==> src/rtl/reset_sequencer_if.sv <==
// Handshake bundle between the reset sequencer and the sub-blocks it releases.
// The master side is the sequencer; the slave side is the set of sub-blocks (or a bench).
interface reset_sequencer_if #(
    parameter int NUM_STAGES = 4
);
    logic                  sw_rst_req;
    logic [NUM_STAGES-1:0] stage_ack;
    logic [NUM_STAGES-1:0] stage_rst_n;
    logic                  all_ready;
    logic                  timeout_err;
    logic [3:0]            fail_stage;

    modport master (
        input  sw_rst_req,
        input  stage_ack,
        output stage_rst_n,
        output all_ready,
        output timeout_err,
        output fail_stage
    );

    modport slave (
        output sw_rst_req,
        output stage_ack,
        input  stage_rst_n,
        input  all_ready,
        input  timeout_err,
        input  fail_stage
    );
endinterface

==> src/rtl/reset_sequencer.sv <==
// Releases NUM_STAGES sub-block resets one at a time, waiting for each stage's ack,
// flagging a stage that never acks, and re-running on a software reset request.
module reset_sequencer #(
    parameter int NUM_STAGES  = 4,
    parameter int STAGE_DELAY = 16,
    parameter int TIMEOUT     = 255,
    parameter int CNT_W       = 8
) (
    input  logic              clk,
    input  logic              rst_n,
    reset_sequencer_if.master bus
);
    typedef enum logic [1:0] {DELAY, WAIT_ACK, DONE, ERR} state_t;

    localparam logic [CNT_W-1:0] DLY_END  = CNT_W'(STAGE_DELAY - 1);
    localparam logic [CNT_W-1:0] TMO_END  = CNT_W'(TIMEOUT - 1);
    localparam logic [3:0]       LAST_IDX = 4'(NUM_STAGES - 1);

    state_t                state, state_nxt;
    logic [CNT_W-1:0]      cnt, cnt_nxt;
    logic [3:0]            idx, idx_nxt;
    logic [NUM_STAGES-1:0] rel, rel_nxt;
    logic                  ready, ready_nxt;
    logic                  terr, terr_nxt;
    logic [3:0]            fs, fs_nxt;
    logic [NUM_STAGES-1:0] sel;
    logic                  ack_cur;

    // Counter never wraps even if a terminal compare were somehow missed.
    function automatic logic [CNT_W-1:0] sat_inc(input logic [CNT_W-1:0] v);
        return (v == {CNT_W{1'b1}}) ? v : v + 1'b1;
    endfunction

    // Only the ack of the stage currently being waited on is ever looked at.
    assign sel     = NUM_STAGES'(1) << idx;
    assign ack_cur = |(bus.stage_ack & sel);

    always_comb begin
        state_nxt = state;
        cnt_nxt   = cnt;
        idx_nxt   = idx;
        rel_nxt   = rel;
        ready_nxt = ready;
        terr_nxt  = terr;
        fs_nxt    = fs;
        if (bus.sw_rst_req) begin
            state_nxt = DELAY;
            cnt_nxt   = '0;
            idx_nxt   = '0;
            rel_nxt   = '0;
            ready_nxt = 1'b0;
            terr_nxt  = 1'b0;
        end else begin
            case (state)
                DELAY: begin
                    if (cnt == DLY_END) begin
                        rel_nxt   = rel | sel;
                        cnt_nxt   = '0;
                        state_nxt = WAIT_ACK;
                    end else begin
                        cnt_nxt = sat_inc(cnt);
                    end
                end
                WAIT_ACK: begin
                    // An ack on the final timeout cycle takes precedence over the error.
                    if (ack_cur) begin
                        cnt_nxt = '0;
                        if (idx == LAST_IDX) begin
                            state_nxt = DONE;
                            ready_nxt = 1'b1;
                        end else begin
                            idx_nxt   = idx + 4'd1;
                            state_nxt = DELAY;
                        end
                    end else if (cnt == TMO_END) begin
                        state_nxt = ERR;
                        terr_nxt  = 1'b1;
                        fs_nxt    = idx;
                        rel_nxt   = '0;
                    end else begin
                        cnt_nxt = sat_inc(cnt);
                    end
                end
                DONE: begin
                    ready_nxt = 1'b1;
                end
                ERR: begin
                    rel_nxt = '0;
                end
                default: begin
                    state_nxt = DELAY;
                end
            endcase
        end
    end

    always_ff @(posedge clk or negedge rst_n) begin
        if (!rst_n) begin
            state <= DELAY;
            cnt   <= '0;
            idx   <= '0;
            rel   <= '0;
            ready <= 1'b0;
            terr  <= 1'b0;
            fs    <= '0;
        end else begin
            state <= state_nxt;
            cnt   <= cnt_nxt;
            idx   <= idx_nxt;
            rel   <= rel_nxt;
            ready <= ready_nxt;
            terr  <= terr_nxt;
            fs    <= fs_nxt;
        end
    end

    assign bus.stage_rst_n = rel;
    assign bus.all_ready   = ready;
    assign bus.timeout_err = terr;
    assign bus.fail_stage  = fs;
endmodule

==> src/flat_wrapper.sv <==
// flat-port wrapper written by rule: the top's interface ports become plain ports
module reset_sequencer_flat 
#(
    parameter int NUM_STAGES  = 4,
    parameter int STAGE_DELAY = 16,
    parameter int TIMEOUT     = 255,
    parameter int CNT_W       = 8
)
  (clk, rst_n, bus_sw_rst_req, bus_stage_ack, bus_stage_rst_n, bus_all_ready, bus_timeout_err, bus_fail_stage);
  reset_sequencer_if #(.NUM_STAGES(NUM_STAGES)) bus_i ();
  input  logic clk;
  input  logic rst_n;
  input wire logic [$bits(bus_i.sw_rst_req)-1:0] bus_sw_rst_req;
  input wire logic [$bits(bus_i.stage_ack)-1:0] bus_stage_ack;
  output wire logic [$bits(bus_i.stage_rst_n)-1:0] bus_stage_rst_n;
  output wire logic [$bits(bus_i.all_ready)-1:0] bus_all_ready;
  output wire logic [$bits(bus_i.timeout_err)-1:0] bus_timeout_err;
  output wire logic [$bits(bus_i.fail_stage)-1:0] bus_fail_stage;
  assign bus_i.sw_rst_req = bus_sw_rst_req;
  assign bus_i.stage_ack = bus_stage_ack;
  assign bus_stage_rst_n = bus_i.stage_rst_n;
  assign bus_all_ready = bus_i.all_ready;
  assign bus_timeout_err = bus_i.timeout_err;
  assign bus_fail_stage = bus_i.fail_stage;
  reset_sequencer #(.NUM_STAGES(NUM_STAGES), .STAGE_DELAY(STAGE_DELAY), .TIMEOUT(TIMEOUT), .CNT_W(CNT_W)) u_core (.clk(clk), .rst_n(rst_n), .bus(bus_i));
endmodule
==> config.mk <==
export PLATFORM = sky130hd
export DESIGN_NAME = reset_sequencer_flat
export DESIGN_NICKNAME = d
export VERILOG_FILES = /design/src/rtl/reset_sequencer_if.sv /design/src/rtl/reset_sequencer.sv /design/src/flat_wrapper.sv
export SDC_FILE = /design/constraint.sdc
export NUM_CORES = 1
export LEC_CHECK = 0
export CORE_ASPECT_RATIO = 0.6
export CORE_MARGIN = 4
export CORE_UTILIZATION = 25
export DETAILED_ROUTE_END_ITERATION = 10
export PLACE_DENSITY = 0.52
export SLEW_MARGIN = 20
export SYNTH_ARGS = -nofsm -noshare
export SYNTH_HDL_FRONTEND = slang
export SYNTH_SLANG_ARGS = --single-unit
==> constraint.sdc <==
create_clock -name clk -period 1.9 [get_ports clk]
set_input_delay 0.285 -clock clk [delete_from_list [all_inputs] [get_ports clk]]
set_output_delay 0.285 -clock clk [all_outputs]
set_load 0.05 [all_outputs]
==> results of run 1 <==
flip-flops by register name (all words and copies together) (netlist names):
name                    flops
u_core.bus.fail_stage       4
u_core.idx                  4
u_core.bus.all_ready        1
u_core.cnt                  8
u_core.bus.stage_rst_n      4
u_core.state                2
u_core.bus.timeout_err      1
per-layer routing:
metal  routed length, um  vias up
met3                 139        2
li1                    -      541
met2                1490       32
met1                1590      534
met4                  22        0
met5                   0        -
power by group:
group	internal, mW	switching (mW)	leakage, nW
combinational	0.0565	0.0745	0.325
sequential	0.523	0.0156	0.327
clock	0.185	0.162	0.0288
total	0.765	0.252	0.681
worst paths after layout:
check / startpoint / endpoint / slack (ns) / depth (start not counted)
max: u_core.idx[3]$_DFFE_PN0P_ / u_core.cnt[1]$_DFFE_PN0P_ / 0.07 / 5
min: rst_n / u_core.idx[3]$_DFFE_PN0P_ / 0.37 / 2
max reg2reg: u_core.idx[3]$_DFFE_PN0P_ / u_core.cnt[1]$_DFFE_PN0P_ / 0.07 / 5
min reg2reg: u_core.bus.stage_rst_n[0]$_DFFE_PN0P_ / u_core.bus.stage_rst_n[0]$_DFFE_PN0P_ / 0.49 / 2
max in group asynchronous: rst_n / u_core.idx[0]$_DFFE_PN0P_ / 1.28 / 2
min in group clk: u_core.bus.stage_rst_n[0]$_DFFE_PN0P_ / u_core.bus.stage_rst_n[0]$_DFFE_PN0P_ / 0.49 / 2
layout make-up:
cell class	count	area share, %
clock buffers	4	3.27
inverters	6	1.34
multi-input cells	99	39.6
flip-flops and latches	24	35.8
well taps	66	4.91
repair buffers	28	15.1
worst max-delay path, cell delays in order (launching register included):
cell     delay (ns)
dfrtp_1        0.40
or3_4          0.40
o22a_4         0.26
a32oi_4        0.28
nand2_2        0.13
o32ai_2        0.26
stage by stage:
stage                     setup TNS [ns]  instance area, um^2
after detailed placement          -0.275                 1580
after CTS                              0                 1660
after floorplan                        0                 1310
after global routing             -0.0338                 1680
after global placement                 0                 1580
final                                  0                 1680
Yosys cell counts (all sizes together):
cell,instances
dfrtp,24
a21oi,16
nand2,13
o21ai,10
nand3,9
nor2,9
inv,6
mux2,4
buf,3
ha,3
nand2b,3
nor2b,3
nor3,3
o31a,3
mux2i,2
nand4,2
o22ai,2
o31ai,2
or3,2
a31oi,1
a32oi,1
a41oi,1
and3,1
clkbuf,1
nand3b,1
nand4b,1
o211a,1
o22a,1
o32ai,1
or2,1
or3b,1
or4,1
xor2,1
repair_timing:
action,4_1_cts,5_1_grt
pin swaps,2,1
endpoints found under the setup margin,1,14
buffers inserted,3,1
resized for setup,2,5
kinds of logic (layout without fill, tap and decap cells):
logic type / Yosys count / count (layout) / share of synthesized area (%)
mux: 6 / 6 / 4.96
xor+xnor: 1 / 1 / 0.668
flops: 24 / 24 / 45.8
buf+inv: 10 / 38 / 4.58
compound gates: 39 / 39 / 21.9
simple gates: 50 / 50 / 19.3
fa+ha+maj: 3 / 3 / 2.86
placed cells by master (no fill, tap or decap), types with 2 or more instances in the layout:
cell             Yosys  final
o21ai_0             10      9
nand3_1              9      9
a21oi_1             12     12
nor3_1               3      2
o31a_1               2      2
mux2_2               4      4
o22ai_1              2      2
dfrtp_1             24     23
nor2b_1              3      3
nand2b_1             3      3
nand2_1             12     12
a21oi_2              4      4
nand4_1              2      2
clkdlybuf4s50_1      0     16
buf_4                0     11
ha_1                 3      2
mux2i_1              2      2
clkbuf_8             0      4
o31ai_1              2      2
inv_1                6      6
nor2_1               9      9
==> results.yml, run 1 <==
logic_synthesis:
  ys_seq_area_share_pct: 45.8
  syn_area_per_cell_um2: 9.86
  yosys.area.top_type: "dfrtp_1"
  synthesis.area_mm2: 0.00131
  syn-num-nets: 143
  synth_top_area_share_pct: 45.8
  syn_inst: 133
  synth_seq_cells: 24
  yosys-top-cells-area: "dfrtp_1 (46%), a21oi_1 (4.6%), o21ai_0 (3.8%)"
  yosysUniqueCellTypes: 36
  yosysWarnings: 0
floorplanning:
  io_pins: 17
  core-area_mm2: 0.00505
  rows: 20
  initial_core_util_pct: 25.9
  fp.dieH_um: 64.1
  die-area_mm2: 0.00651
  die_x_um: 101
clocking:
  cts.clk_slew.worst_paths_ns: 0.08
  cts_hold_buf: 0
  cts_max_path_buffers: 2
  clk_latency_ns: 0.27
  cts_buffers: 3
  htreeDepth: 1
  cts_num_sinks: 24
  cts_root_buf: "clkbuf_8"
  tritoncts: "done"
global_routing:
  grtUsageMet1_pct: 15.3
  grtUsageMet3_pct: 2.07
  grt_pass1_wl_um: 5610
  grt_overflow: 0
  grt_usage_pct: 10.9
  grt_max_degree: 25
  top_usage_layer: "met2"
  grt_pass1_vias: 1147
  grtUsageMet2_pct: 16.6
  antenna_found_initial: 0
critical_path:
  path_max_fanout: 6
  end_kind: "register"
  critPathLaunchType: "register"
  crit_required_ns: 2.07
  arrival_ns: 2.01
  path_class: "register to register"
cells_and_area:
  multi_input_area_um2: 666
  layout.nets: 172
  n_antenna_cell: 0
  area_growth_pct: 28.2
  drive_gt1_share_pct: 21.7
  final_util_pct: 33.3
  layoutNonFillerInstCount: 227
  nFillCells: 527
  seq_area_um2: 602
power:
  power.density_mw_per_mm2: 605
  leakagePower_nw: 0.681
  worst_ir_drop_vdd_uv: 236
  total_power_mw: 1.02
run:
  maxCapViolations: 0
sta:
  fmax_mhz: 546
  whs_ns: 0.369
  setup_ws_ns: 0.0688
  worst_pin_slew_ns: 0.505
  fin_crit_sh_pct: 96.4
  slew_headroom_pct: 66.2
  rsz0062_at_grt: "yes"
  hold_viol_final: 0
  skew_ns: 0.00199
  finalSetupViolCount: 0
  period_minus_slack_ns: 1.83
  drv_slew: 0
routing:
  drtAntennaViolNets: 0
  drc: 0
  wl_per_cell_um: 14.3
  drt-initial-drc-count: 57
  drt-vias-per-instance: 4.89
  first_pass_iters: 4
  routed_wl_um: 3240
  num_vias: 1109
place:
  pre_cts_ws_ns: -0.0829
  place.gp.congestion: 0.898
  io_buffers: 16
  post-dp-hpwl_um: 2540
  place_inst: 219
outcome:
  status: "complete, no violations"
hold_path:
  hold_class: "input port to async pin"
Note: power is estimated with default switching activity, not from simulation.
==> run 2, diff against run 1 <==
CORE_MARGIN = 2   (was 4)
CORE_UTILIZATION = 54   (was 25)
PLACE_DENSITY = 0.78   (was 0.52)
==> run 2 against run 1 <==
Non-clock buffer count is 4 lower. First-iteration DRC count is 53% higher. Hold slack better by 0.0030 ns. Design area is 3.5% lower. Combinational power hardly changed. Sequential share of layout area is 1.2 points higher. Power is 0.35% lower. Wire length is 6.4% lower. Largest cell class unchanged. Largest power group unchanged.
==> results.yml, run 2 (synthesis results as in run 1) <==
sta:
  worst_pin_slew_ns: 0.513
  hold_viol_final: 0
  fmax_mhz: 537
  fin_crit_sh_pct: 98.0
  setup_ws_ns: 0.0381
  finalSetupViolCount: 0
  drv_slew: 0
  skew_ns: 0.00602
  rsz0062_at_grt: "yes"
  slew_headroom_pct: 65.7
  period_minus_slack_ns: 1.86
floorplanning:
  io_pins: 17
  initial_core_util_pct: 58.8
  core-area_mm2: 0.00223
  rows: 13
  fp.dieH_um: 42.2
  die-area_mm2: 0.00285
  die_x_um: 67.6
cells_and_area:
  layout.nets: 168
  largest_reg_flops: 8
  layoutNonFillerInstCount: 187
  nFillCells: 149
  multi_input_area_um2: 674
  drive_gt1_share_pct: 19.7
  seq_area_um2: 601
  final_cell_mix: "dfrtp_1 (24), clkdlybuf4s50_1 (16), nand2_1 (12)"
  n_antenna_cell: 0
  area_growth_pct: 23.8
  final_common_cell: "dfrtp_1"
  largest-register: "u_core.cnt"
critical_path:
  r2r.worst_path.cells: 6
  critPathLaunchType: "register"
  cp_top_family: "compound AO/OA/AOI/OAI gates"
  crit_required_ns: 2.08
  end_kind: "register"
  path_cells: "mux2i_1 -> o22ai_2 -> a21oi_1 -> buf_4 -> nand2_2 -> o32ai_2"
  path_class: "register to register"
  crit_buf_inv: 1
  cp_slowest_cell: "dfrtp_1"
  path_depth: 6
  cp-startpoint: "u_core.idx[0]$_DFFE_PN0P_"
  max_stage_delay_ns: 0.51
  arrival_ns: 2.04
  r2r-start: "u_core.idx[0]$_DFFE_PN0P_"
  path_max_fanout: 7
clocking:
  htreeDepth: 1
  tritoncts: "done"
  cts_root_buf: "clkbuf_8"
  cts_num_sinks: 24
  cts_max_path_buffers: 2
  cts_buffers: 3
  cts.clk_slew.worst_paths_ns: 0.08
  clk_latency_ns: 0.27
routing:
  drtAntennaViolNets: 0
  drc: 0
  drt-vias-per-instance: 5.87
  first_pass_iters: 4
  routed_wl_um: 3040
  drt-initial-drc-count: 87
  num_vias: 1098
  wl_per_cell_um: 16.2
power:
  power.density_mw_per_mm2: 624
  leakagePower_nw: 0.673
  total_power_mw: 1.01
  worst_ir_drop_vdd_uv: 542
global_routing:
  grt_overflow: 0
  grt_pass1_wl_um: 5110
  grt_usage_pct: 24.8
  antenna_found_initial: 0
  grt_pass1_vias: 1051
  grt_max_degree: 25
place:
  pre_cts_ws_ns: -0.0461
  io_buffers: 16
  place_inst: 182
  post-dp-hpwl_um: 2260
  place.gp.congestion: 0.880
hold_path:
  hold_class: "input port to async pin"
run:
  maxCapViolations: 0
outcome:
  status: "complete, no violations"
==> run 2: final timing paths <==
check                                                         to  slack [ns]
hold reg to reg            u_core.bus.stage_rst_n[3]$_DFFE_PN0P_        0.49
hold / removal             u_core.bus.stage_rst_n[0]$_DFFE_PN0P_        0.37
setup reg to reg                       u_core.cnt[1]$_DFFE_PN0P_        0.04
max in group asynchronous   u_core.bus.fail_stage[3]$_DFFE_PN0P_        1.29
min in group clk           u_core.bus.stage_rst_n[3]$_DFFE_PN0P_        0.49
setup / recovery                       u_core.cnt[1]$_DFFE_PN0P_        0.04
==> run 2: cell type report <==
cell class | count | area share (%)
multi-input cells | 99 | 41.6
well taps | 30 | 2.31
clock buffers | 4 | 3.39
flip-flops and latches | 24 | 37.0
inverters | 6 | 1.39
repair buffers | 24 | 14.3
==> run 2: power by group <==
part           internal, mW  switching (mW)
Clock                 0.185           0.158
Combinational        0.0559          0.0743
Sequential            0.523          0.0158
Total                 0.765           0.248
==> run 2: routing by layer <==
metal | vias to the layer above | routed length [um] | GRT usage [%]
li1 | 536 | - | -
met2 | 36 | 1380 | 36.1
met3 | 5 | 155 | 6.72
met1 | 521 | 1480 | 36.5
met5 | - | 0 | 0
met4 | 0 | 19 | 6.12
==> run 2: repair_timing <==
action                     4_1_cts  5_1_grt
setup endpoints to repair        0       10
gates resized for setup          0        7
buffers inserted                 0        1
hold buffers                     0        0
==> run 2: worst reg2reg max path: stages, from the launching register on <==
cell and delay, ns:
dfrtp_1 0.51, mux2i_1 0.37, o22ai_2 0.18, a21oi_1 0.19, buf_4 0.18, nand2_2 0.08
o32ai_2 0.26
==> run 2: through the flow <==
stage               hold slack, ns  utilization (%)  TNS [ns]  area, um^2
floorplan                  -0.0106                -         0        1310
global placement             0.464             69.0         0        1540
detailed placement           0.477             69.0    -0.115        1540
CTS                          0.385             71.4         0        1590
global route                 0.390             72.8   -0.0255        1620
finish                       0.372             72.8         0        1620
==> run 3, diff against run 2 <==
GPL_TIMING_DRIVEN = 0   (was not set)
==> run 3 against run 2 <==
Critical path type unchanged. Critical endpoint unchanged. Core utilization is 1.0 points lower. The flow now finishes with violations (hold timing). Non-clock buffer count is 2 lower. Flip-flop and latch count stayed put. Via count is 0.64% higher. Clock skew is 0.0024 ns lower. Clock power is 16% lower.
==> results.yml, run 3 (synthesis results as in run 1) <==
floorplanning:
  die-area_mm2: 0.00285
  core-area_mm2: 0.00223
  io_pins: 17
  die_x_um: 67.6
  initial_core_util_pct: 58.8
  rows: 13
  fp.dieH_um: 42.2
cells_and_area:
  design_area_mm2: 0.00160
  layout.nets: 166
  final_util_pct: 71.8
  layoutNonFillerInstCount: 184
  final_cell_mix: "dfrtp_1 (23), clkdlybuf4s50_1 (15), nand2_1 (12)"
  multi_input_area_um2: 689
  nFillCells: 152
  largest_reg_flops: 8
  area_growth_pct: 22.0
  drive_gt1_share_pct: 20.1
  final_common_cell: "dfrtp_1"
  seq_area_um2: 602
  n_antenna_cell: 0
  largest-register: "u_core.cnt"
global_routing:
  grt_max_degree: 25
  grt_overflow: 0
  antenna_found_initial: 0
  grt_usage_pct: 21.1
  grt_pass1_vias: 976
  grt_pass1_wl_um: 4530
routing:
  routed_wl_um: 2730
  first_pass_iters: 4
  drtAntennaViolNets: 0
  wl_per_cell_um: 14.8
  num_vias: 1105
  drt-initial-drc-count: 93
  drt-vias-per-instance: 6.01
  drc: 0
place:
  place_inst: 179
  pre_cts_ws_ns: -0.276
  post_dp_cell_area_mm2: 0.00151
  io_buffers: 16
  post-dp-hpwl_um: 2040
  place.gp.congestion: 0.835
critical_path:
  end_kind: "register"
  cp_top_family: "compound AO/OA/AOI/OAI gates"
  path_class: "register to register"
  r2r.worst_path.cells: 5
  path_cells: "or3_4 -> o22a_4 -> a32oi_4 -> nand2_2 -> o32ai_2"
  arrival_ns: 2.04
  reg2reg_to: "u_core.cnt[1]$_DFFE_PN0P_"
  r2r-start: "u_core.idx[1]$_DFFE_PN0P_"
  max_stage_delay_ns: 0.45
  r2r_slack_ns: 0.03
  cp_slowest_cell: "dfrtp_2"
  path_depth: 5
  path_max_fanout: 6
  critPathLaunchType: "register"
  crit_buf_inv: 0
  crit_required_ns: 2.07
sta:
  drv_slew: 0
  slew_headroom_pct: 64.8
  whs_ns: -0.00920
  fmax_mhz: 535
  finalSetupViolCount: 0
  period_minus_slack_ns: 1.87
  hold_viol_final: 24
  rsz0062_at_grt: "yes"
  worst_pin_slew_ns: 0.529
  skew_ns: 0.00359
  fin_crit_sh_pct: 98.3
  setup_ws_ns: 0.0319
power:
  worst_ir_drop_vdd_uv: 548
  leakagePower_nw: 0.651
  power.density_mw_per_mm2: 594
clocking:
  cts_num_sinks: 24
  cts_hold_buf: 0
  cts_max_path_buffers: 2
  cts_buffers: 3
  clk_latency_ns: 0.26
  htreeDepth: 1
  cts_root_buf: "clkbuf_8"
  cts.clk_slew.worst_paths_ns: 0.08
  tritoncts: "done"
outcome:
  status: "finished with violations"
  failed_checks: "hold timing"
run:
  maxCapViolations: 0
hold_path:
  hold_class: "input port to async pin"
[run 3: changes by cell type in the layout (fill, tap and decap cells not counted), sizes merged]
cell | previous run | this run
clkdlybuf4s50 | 16 | 15
buf | 8 | 6
[run 3: per-stage QoR]
stage | power [mW] | TNS [ns] | hold slack, ns
floorplan | 0.622 | 0 | -0.0106
global placement | 0.663 | -0.958 | 0.462
CTS | 0.957 | 0 | 0.489
global route | 1.00 | -0.147 | 0.0223
finish | 0.950 | 0 | -0.00920
detailed placement | 0.668 | -1.64 | 0.471
[run 3: final cells by class]
| type | count | share of cell area, % |
|---|---|---|
| inverter | 6 | 1.41 |
| sequential | 24 | 37.6 |
| buffer | 4 | 2.35 |
| clock buffer | 3 | 2.58 |
| tap | 30 | 2.35 |
| multi-input combinational | 99 | 43.1 |
| timing repair buffer | 18 | 10.6 |
[run 3: power breakdown]
part | internal [mW] | switching [mW]
clock | 0.142 | 0.148
sequential | 0.523 | 0.0138
combinational | 0.0500 | 0.0734
total | 0.715 | 0.235
[run 3: timing repair]
| item | 4_1_cts | 5_1_grt |
|---|---|---|
| gates cloned | 0 | 0 |
| endpoints found under the hold margin | 0 | 0 |
| pin swaps | 0 | 3 |
| resized for setup | 1 | 8 |
| setup endpoints to repair | 6 | 18 |
| setup buffers | 0 | 2 |
[run 3: how the worst max path moves through the flow]
stage,to,from
2_1_floorplan,u_core.cnt[1]$_DFFE_PN0P_,u_core.idx[1]$_DFFE_PN0P_
3_3_place_gp,u_core.cnt[1]$_DFFE_PN0P_,bus_stage_ack[1]
3_5_place_dp,u_core.cnt[1]$_DFFE_PN0P_,bus_stage_ack[1]
4_1_cts,u_core.cnt[1]$_DFFE_PN0P_,u_core.idx[0]$_DFFE_PN0P_
5_1_grt,u_core.cnt[1]$_DFFE_PN0P_,u_core.idx[1]$_DFFE_PN0P_
6_report,u_core.cnt[1]$_DFFE_PN0P_,u_core.idx[1]$_DFFE_PN0P_
[run 3: metal layers]
metal  global-route usage [%]  wire [um]  vias up
met4                     3.27         12        0
met5                        0          0        -
li1                         -          -      538
met1                     32.4       1360      531
met2                     30.0       1180       34
met3                     5.65        171        2
